$ cat config.mk
export PLATFORM = sky130hd
export DESIGN_NAME = sh_wdt_gen
export DESIGN_NICKNAME = d
export VERILOG_FILES = /design/src/rtl/sh_wdt_gen.sv
export SDC_FILE = /design/constraint.sdc
export NUM_CORES = 1
export LEC_CHECK = 0
export ABC_AREA = 1
export BUFFER_PORTS_ARGS = -buffer_cell sky130_fd_sc_hd__buf_2
export CAP_MARGIN = 40
export CORE_ASPECT_RATIO = 1.75
export CORE_UTILIZATION = 59
export DETAILED_ROUTE_END_ITERATION = 8
export PLACE_DENSITY = 0.87
export SLEW_MARGIN = 10
export SYNTH_ARGS = -nofsm -noshare
export SYNTH_HDL_FRONTEND = slang
export SYNTH_SLANG_ARGS = --single-unit
$ cat constraint.sdc
create_clock -name CLK -period 7.7 [get_ports CLK]
set_input_delay 1.54 -clock CLK [delete_from_list [all_inputs] [get_ports CLK]]
set_output_delay 1.54 -clock CLK [all_outputs]
set_load 0.05 [all_outputs]
$ cat src/rtl/sh_wdt_gen.sv
// sh_wdt_gen: SH-family watchdog / interval timer with internal 13-bit prescaler,
// keyed IBUS register window and WDTOVF_N / reset-request pulse generator.
module sh_wdt_gen #(
  parameter int          CNT_W     = 8,
  parameter logic [31:0] BASE_ADDR = 32'hFFFFFE80,
  parameter int          OVF_LEN   = 128,
  parameter int          RES_LEN   = 512,
  parameter bit          DISABLE   = 1'b0
) (
  input  logic        CLK,
  input  logic        RST_N,
  input  logic        CE_R,
  input  logic        CE_F,
  input  logic        EN,
  input  logic        RES_N,
  input  logic        SBY,
  input  logic [31:0] IBUS_A,
  input  logic [31:0] IBUS_DI,
  input  logic [3:0]  IBUS_BA,
  input  logic        IBUS_WE,
  input  logic        IBUS_REQ,
  output logic [31:0] IBUS_DO,
  output logic        IBUS_BUSY,
  output logic        IBUS_ACT,
  output logic        WDTOVF_N,
  output logic        ITI_IRQ,
  output logic        PRES,
  output logic        MRES
);
  typedef enum logic {IDLE, PULSE} state_t;
  localparam logic [9:0] OVF_C = 10'(OVF_LEN);
  localparam logic [9:0] RES_C = 10'(RES_LEN);
  state_t state_q;
  logic [9:0] pcnt_q;
  logic wdtovf_n_q, wres_q;
  logic ovf_q, ovf_d, wtit_q, wtit_d, tme_q, tme_d;
  logic wovf_q, wovf_d, rste_q, rste_d, rsts_q, rsts_d;
  logic [2:0] cks_q, cks_d;
  logic [CNT_W-1:0] wtcnt_q, wtcnt_d;
  logic [12:0] presc_q, presc_d, mask;
  logic [3:0] lg;
  logic [31:0] off, reg_do_q, rd_val;
  logic [1:0] idx;
  logic active, reg_sel, wr, rd, tick, cnt_en, wrap, wdt_evt;
  logic wr_csr, wr_cnt, wr_rs, wr_wc, unused;
  assign unused = ^{IBUS_BA, IBUS_DI};
  assign active = CE_R & EN & ~DISABLE;
  assign off = IBUS_A - BASE_ADDR;
  assign reg_sel = off < 32'd12;
  assign idx = off[3:2];
  assign wr = active & reg_sel & IBUS_WE & IBUS_REQ;
  assign rd = CE_F & ~DISABLE & reg_sel & ~IBUS_WE & IBUS_REQ;
  assign wr_csr = wr & (idx == 2'd0) & (IBUS_DI[15:8] == 8'hA5);
  assign wr_cnt = wr & (idx == 2'd1) & (IBUS_DI[31:24] == 8'h5A);
  assign wr_rs = wr & (idx == 2'd2) & (IBUS_DI[15:8] == 8'h5A);
  assign wr_wc = wr & (idx == 2'd2) & (IBUS_DI[15:8] == 8'hA5) & ~IBUS_DI[7];
  // divide ratios 2,64..1024,4096,8192 -> prescaler low-bit count 1,6..10,12,13
  assign lg = cks_q == 3'd0 ? 4'd1 : cks_q >= 3'd6 ? {1'b0, cks_q} + 4'd6 : {1'b0, cks_q} + 4'd5;
  assign mask = 13'((14'd1 << lg) - 14'd1);
  assign tick = active & ((presc_q & mask) == mask);
  assign cnt_en = tick & tme_q & ~ovf_q;
  assign wrap = cnt_en & (&wtcnt_q);
  assign wdt_evt = wrap & wtit_q;
  assign rd_val = idx == 2'd0 ? {24'd0, ovf_q, wtit_q, tme_q, 2'b11, cks_q} :
                  idx == 2'd1 ? 32'(wtcnt_q) : {24'd0, wovf_q, rste_q, rsts_q, 5'h1F};
  always_comb begin
    {ovf_d, wtit_d, tme_d, cks_d} = {ovf_q, wtit_q, tme_q, cks_q};
    {wovf_d, rste_d, rsts_d} = {wovf_q, rste_q, rsts_q};
    wtcnt_d = wtcnt_q;
    presc_d = presc_q;
    if (active) begin
      presc_d = tme_q ? presc_q + 13'd1 : 13'd0;
      wtcnt_d = cnt_en ? wtcnt_q + CNT_W'(1) : wtcnt_q;
      if (wr_csr) begin
        {wtit_d, tme_d, cks_d} = {IBUS_DI[6:5], IBUS_DI[2:0]};
        ovf_d = ovf_q & IBUS_DI[7] & IBUS_DI[5];
        wtcnt_d = IBUS_DI[5] ? wtcnt_d : '0;
      end
      if (wr_cnt) wtcnt_d = IBUS_DI[CNT_W-1:0];
      if (wr_rs) {rste_d, rsts_d} = IBUS_DI[6:5];
      if (wr_wc) wovf_d = 1'b0;
      // hardware flag sets are applied last so they win over a same-cycle clear
      if (wrap & ~wtit_q) ovf_d = 1'b1;
      if (wdt_evt) begin
        wovf_d = 1'b1;
        {ovf_d, wtit_d, tme_d, cks_d} = '0;
      end
      if (SBY) begin
        wtcnt_d = '0;
        presc_d = '0;
        {ovf_d, wtit_d, tme_d, rste_d, rsts_d} = '0;
      end
    end
  end
  always_ff @(posedge CLK) begin
    if (!RST_N || !RES_N) begin
      {ovf_q, wtit_q, tme_q, cks_q} <= '0;
      {rste_q, rsts_q} <= '0;
      wovf_q <= RST_N & wovf_q;
      wtcnt_q <= '0;
      presc_q <= '0;
      reg_do_q <= '0;
    end else begin
      {ovf_q, wtit_q, tme_q, cks_q} <= {ovf_d, wtit_d, tme_d, cks_d};
      {wovf_q, rste_q, rsts_q} <= {wovf_d, rste_d, rsts_d};
      wtcnt_q <= wtcnt_d;
      presc_q <= presc_d;
      if (rd) reg_do_q <= rd_val;
    end
  end
  always_ff @(posedge CLK) begin
    if (!RST_N || !RES_N) begin
      state_q <= IDLE;
      pcnt_q <= '0;
      wdtovf_n_q <= 1'b1;
      wres_q <= 1'b0;
    end else if (active) begin
      if (state_q == IDLE) begin
        if (wdt_evt) begin
          state_q <= PULSE;
          pcnt_q <= '0;
          wdtovf_n_q <= 1'b0;
          wres_q <= rste_q;
        end
      end else begin
        pcnt_q <= pcnt_q + 10'd1;
        if (pcnt_q + 10'd1 == OVF_C) wdtovf_n_q <= 1'b1;
        if (pcnt_q + 10'd1 == RES_C) begin
          wres_q <= 1'b0;
          state_q <= IDLE;
        end
      end
    end
  end
  assign IBUS_DO = (reg_sel & ~DISABLE) ? reg_do_q : 32'd0;
  assign IBUS_ACT = reg_sel & ~DISABLE;
  assign IBUS_BUSY = 1'b0;
  assign WDTOVF_N = wdtovf_n_q;
  assign ITI_IRQ = ovf_q;
  assign PRES = wres_q & ~rsts_q;
  assign MRES = wres_q & rsts_q;
endmodule
==> qor.csv <==
stage;metric;value;unit
run_status;status;complete, no violations;
logic_synthesis;count of state elements after synthesis;51;
power_and_ir_drop;Int Pwr;414;uW
route;drt total wl;12100;um
timing;Hold Fails Final Rpt;0;
setup_path;critical path peak fanout;8;
timing;Final Max Slew Viols;0;
global_routing;vias in the first global route;4718;
place;Placer Congestion;0.918;
power_and_ir_drop;combinational power share;16.0;%
route;Detail Route Antenna Nets;0;
timing;worst slew pin tran;0.686;ns
place;DP HPWL;9500;um
setup_path;CP required;6.16;ns
setup_path;CP Launch Type;input port;
setup_path;CP Capture Type;primary output;
cells_and_area;area of the multi-input gates;2970;um2
place;Placement Cell Area;4930;um2
cts;Skew-Pair Late Insertion Delay;0.30;ns
cells_and_area;non-filler cells, final;928;
setup_path;crit path cell chain;buf_2 -> inv_1 -> ha_1 -> inv_1 -> nand3_1 -> nor2_1 -> nand4_1 -> nand2_1 -> nand2_1 -> nor2_1 -> inv_1 -> nor2_8 -> inv_1 -> nor2_1 -> buf_2;
setup_path;data arrival time of the critical path;3.78;ns
place;Port-buffer cells;75;
floorplan;Die Y;119;um
power_and_ir_drop;VDD IR-drop max;183;uV
logic_synthesis;Simple-Gate Fraction of Synth Area;44.6;%
power_and_ir_drop;Leak;2.41;nW
logic_synthesis;adder-cell share of the synthesized area;3.83;%
logic_synthesis;synth unique cells;47;
timing;WHS;0.458;ns
power_and_ir_drop;switching pwr;180;uW
cts;postcts setup bufs;0;
setup_path;Setup Crit Path Kind;in2out;
timing;fmax;188;MHz
logic_synthesis;syn_area_per_cell;5.98;um2
cells_and_area;proportion of layout cells with a drive suffix above 1;14.6;%
power_and_ir_drop;sequential share of power;44.8;%
setup_path;slowest cell delay on critical path;0.28;ns
global_routing;wire length of the first global-routing pass;19700;um
power_and_ir_drop;Pwr Density;117;nW/um2
logic_synthesis;XOR/XNOR Fraction of Synth Area;3.25;%
logic_synthesis;Gate Count Post-Synth;765;
cts;post-cts sizing count;0;
logic_synthesis;Primary FF master, synth;dfxtp_1;
timing;PnR worst setup slack;2.38;ns
route;DRT Pass-1 Iters;5;
setup_path;most frequent cell on the critical path;inv_1;
logic_synthesis;largest family of logic cells by synthesized area;simple AND/OR/NAND/NOR gates;
timing;crit path time final;5.32;ns
cells_and_area;Area Overhead vs Synth;11.1;%
cts;htree depth;2;
power_and_ir_drop;Sw Share;30.3;%
floorplan;Initial Util;60.9;%
cts;TritonCTS clock tree;built;
route;Vias/cell;5.45;
floorplan;row cnt;42;
cts;clk sinks;51;
flow_run;# Max-Cap Violations;0;
route;vias;5060;
cells_and_area;sequential cell area;1030;um2
global_routing;pin count of the biggest net entering global routing;21;
cts;Clock Path Buffers;2;
logic_synthesis;Syn Std Cell Area;4580;um2
setup_path;crit-path leading delay family;simple AND/OR/NAND/NOR gates;
cells_and_area;nets;930;
logic_synthesis;number of enable flip-flop cells after synthesis;1;
timing;Rel. slew slack;54.1;%
global_routing;total grt overflow;0;
place;dpl cells;920;
cells_and_area;Final Cell Area;5080;um2
cells_and_area;post-layout util;67.7;%
route;drt wl/cell;13.0;um
setup_path;slowest cell on the critical path;buf_2;
cts;clock transition at the registers of the reported paths;0.07;ns
floorplan;IO Pins;115;
logic_synthesis;Post-synth ARST share;0;%
timing;RSZ-0062 raised after global routing;false;
timing;post-route clock period utilization;69.1;%
floorplan;Die W;68.6;um
timing;clk_skew;0.00783;ns
cells_and_area;Inserted Diodes;0;
setup_path;CP Buf/Inv Count;6;
power_and_ir_drop;Total Power;594;uW
timing;final setup violation count;0;
logic_synthesis;Ys Warns;0;
cts;Num CTS Buffers;5;
cts;CTS Root Cell;clkbuf_16;
cts;hold-fix buffers at CTS;0;
worst_hold_path;HP Class;reg2reg;
place;DP Worst Slack;2.41;ns
logic_synthesis;Synth Area in Compound Gates;11.0;%
logic_synthesis;register area share after synthesis;22.5;%
power_and_ir_drop;Clk pwr share;39.2;%
route;residual DRC count;0;
floorplan;die area;8130;um2
route;starting DRC count in detailed routing;229;
cells_and_area;filler instances;702;
logic_synthesis;fraction of synthesized area in multiplexers;0;%
timing;setup_tns;0;ns
global_routing;initial antenna violation count;0;
global_routing;gr usage total;31.5;%
floorplan;core area;7510;um2
==> final timing paths <==
kind | cells after the start | to | slack [ns] | startpoint
setup / recovery | 15 | IBUS_DO[6] | 2.38 | IBUS_A[7]
hold reg to reg | 2 | reg_do_q[1] | 0.46 | reg_do_q[1]
setup reg to reg | 17 | WDTOVF_N | 4.02 | cks_q[1]
hold / removal | 2 | reg_do_q[1] | 0.46 | reg_do_q[1]
==> tightest hold or removal path, cell delays in order, from the launching register on <==
cell     delay, ns
dfxtp_1       0.30
inv_1         0.06
a21oi_1       0.05
==> area by class of cell <==
class	instances	area share, %
flip-flops and latches	51	20.3
multi-input cells	590	58.3
clock buffers	5	2.46
inverters	114	8.42
well taps	88	2.17
clock inverters	3	0.517
repair buffers	77	7.82
==> kinds of logic after synthesis <==
kind of cell             Yosys count
AND/OR/NAND/NOR                  443
buffers and inverters            148
AO/OA/AOI/OAI                     91
flip-flops                        51
XOR/XNOR                          17
adder cells (fa/ha/maj)           14
other                              1
==> power by group through the flow <==
stage,sequential [mW],combinational (mW),clock [mW]
after floorplan,0.272,0.0712,0
after global routing,0.266,0.105,0.247
final,0.266,0.0952,0.233
after global placement,0.272,0.0911,0
after detailed placement,0.272,0.0936,0
after CTS,0.266,0.0941,0.236
==> registers in the layout (all words and copies together) (netlist names), 3 cells and up <==
name      flops
presc_q      13
pcnt_q       10
cks_q         3
wtcnt_q       8
reg_do_q      8
==> cells in the mapped netlist, types with 4 or more instances <==
cell,n,area [um2]
nor2_2,6,37.5
o21ai_1,4,20.0
nand3b_1,4,30.0
xor2_1,15,131
nor2_1,82,308
nand3_1,65,325
o21ai_0,17,85.1
or2_2,4,25.0
nand4_1,22,138
clkbuf_1,5,18.8
a22oi_1,4,30.0
nor3_1,13,65.1
ha_1,14,175
a21oi_1,53,265
inv_2,5,18.8
dfxtp_1,50,1000
nand2_1,222,833
buf_4,26,195
inv_1,108,405
nor2_4,5,56.3
nand3_2,5,50.1
==> per-layer routing <==
metal / vias to the layer above / share of wire (%) / wire length [um] / track usage, %
met2: 173 / 54 / 6540 / 57.9
met4: 0 / 5.2 / 624 / 19.7
met3: 46 / 4.5 / 547 / 3.96
li1: 2554 / - / - / -
met1: 2287 / 36 / 4350 / 30.8
met5: - / 0 / 0 / 0
==> cell usage in the layout (no fill, tap or decap), types with 2 or more instances in the layout <==
cell | synthesis | layout
nand2_1 | 222 | 222
inv_1 | 108 | 108
nor2_1 | 82 | 82
buf_2 | 1 | 75
nand3_1 | 65 | 65
a21oi_1 | 53 | 53
dfxtp_1 | 50 | 50
conb_1 | 1 | 25
nand4_1 | 22 | 22
o21ai_0 | 17 | 17
xor2_1 | 15 | 15
ha_1 | 14 | 14
nor3_1 | 13 | 13
nor2_2 | 6 | 6
inv_2 | 5 | 5
nand3_2 | 5 | 5
nor2_4 | 5 | 5
clkbuf_16 | 0 | 5
or2_2 | 4 | 4
o21ai_1 | 4 | 4
nand3b_1 | 4 | 4
a22oi_1 | 4 | 4
o21bai_1 | 3 | 3
nand4_2 | 3 | 3
nor4_1 | 3 | 3
nand2_2 | 2 | 2
nand4_4 | 2 | 2
xnor2_1 | 2 | 2
inv_6 | 0 | 2
No activity file was read; power rests on OpenSTA's default activity.
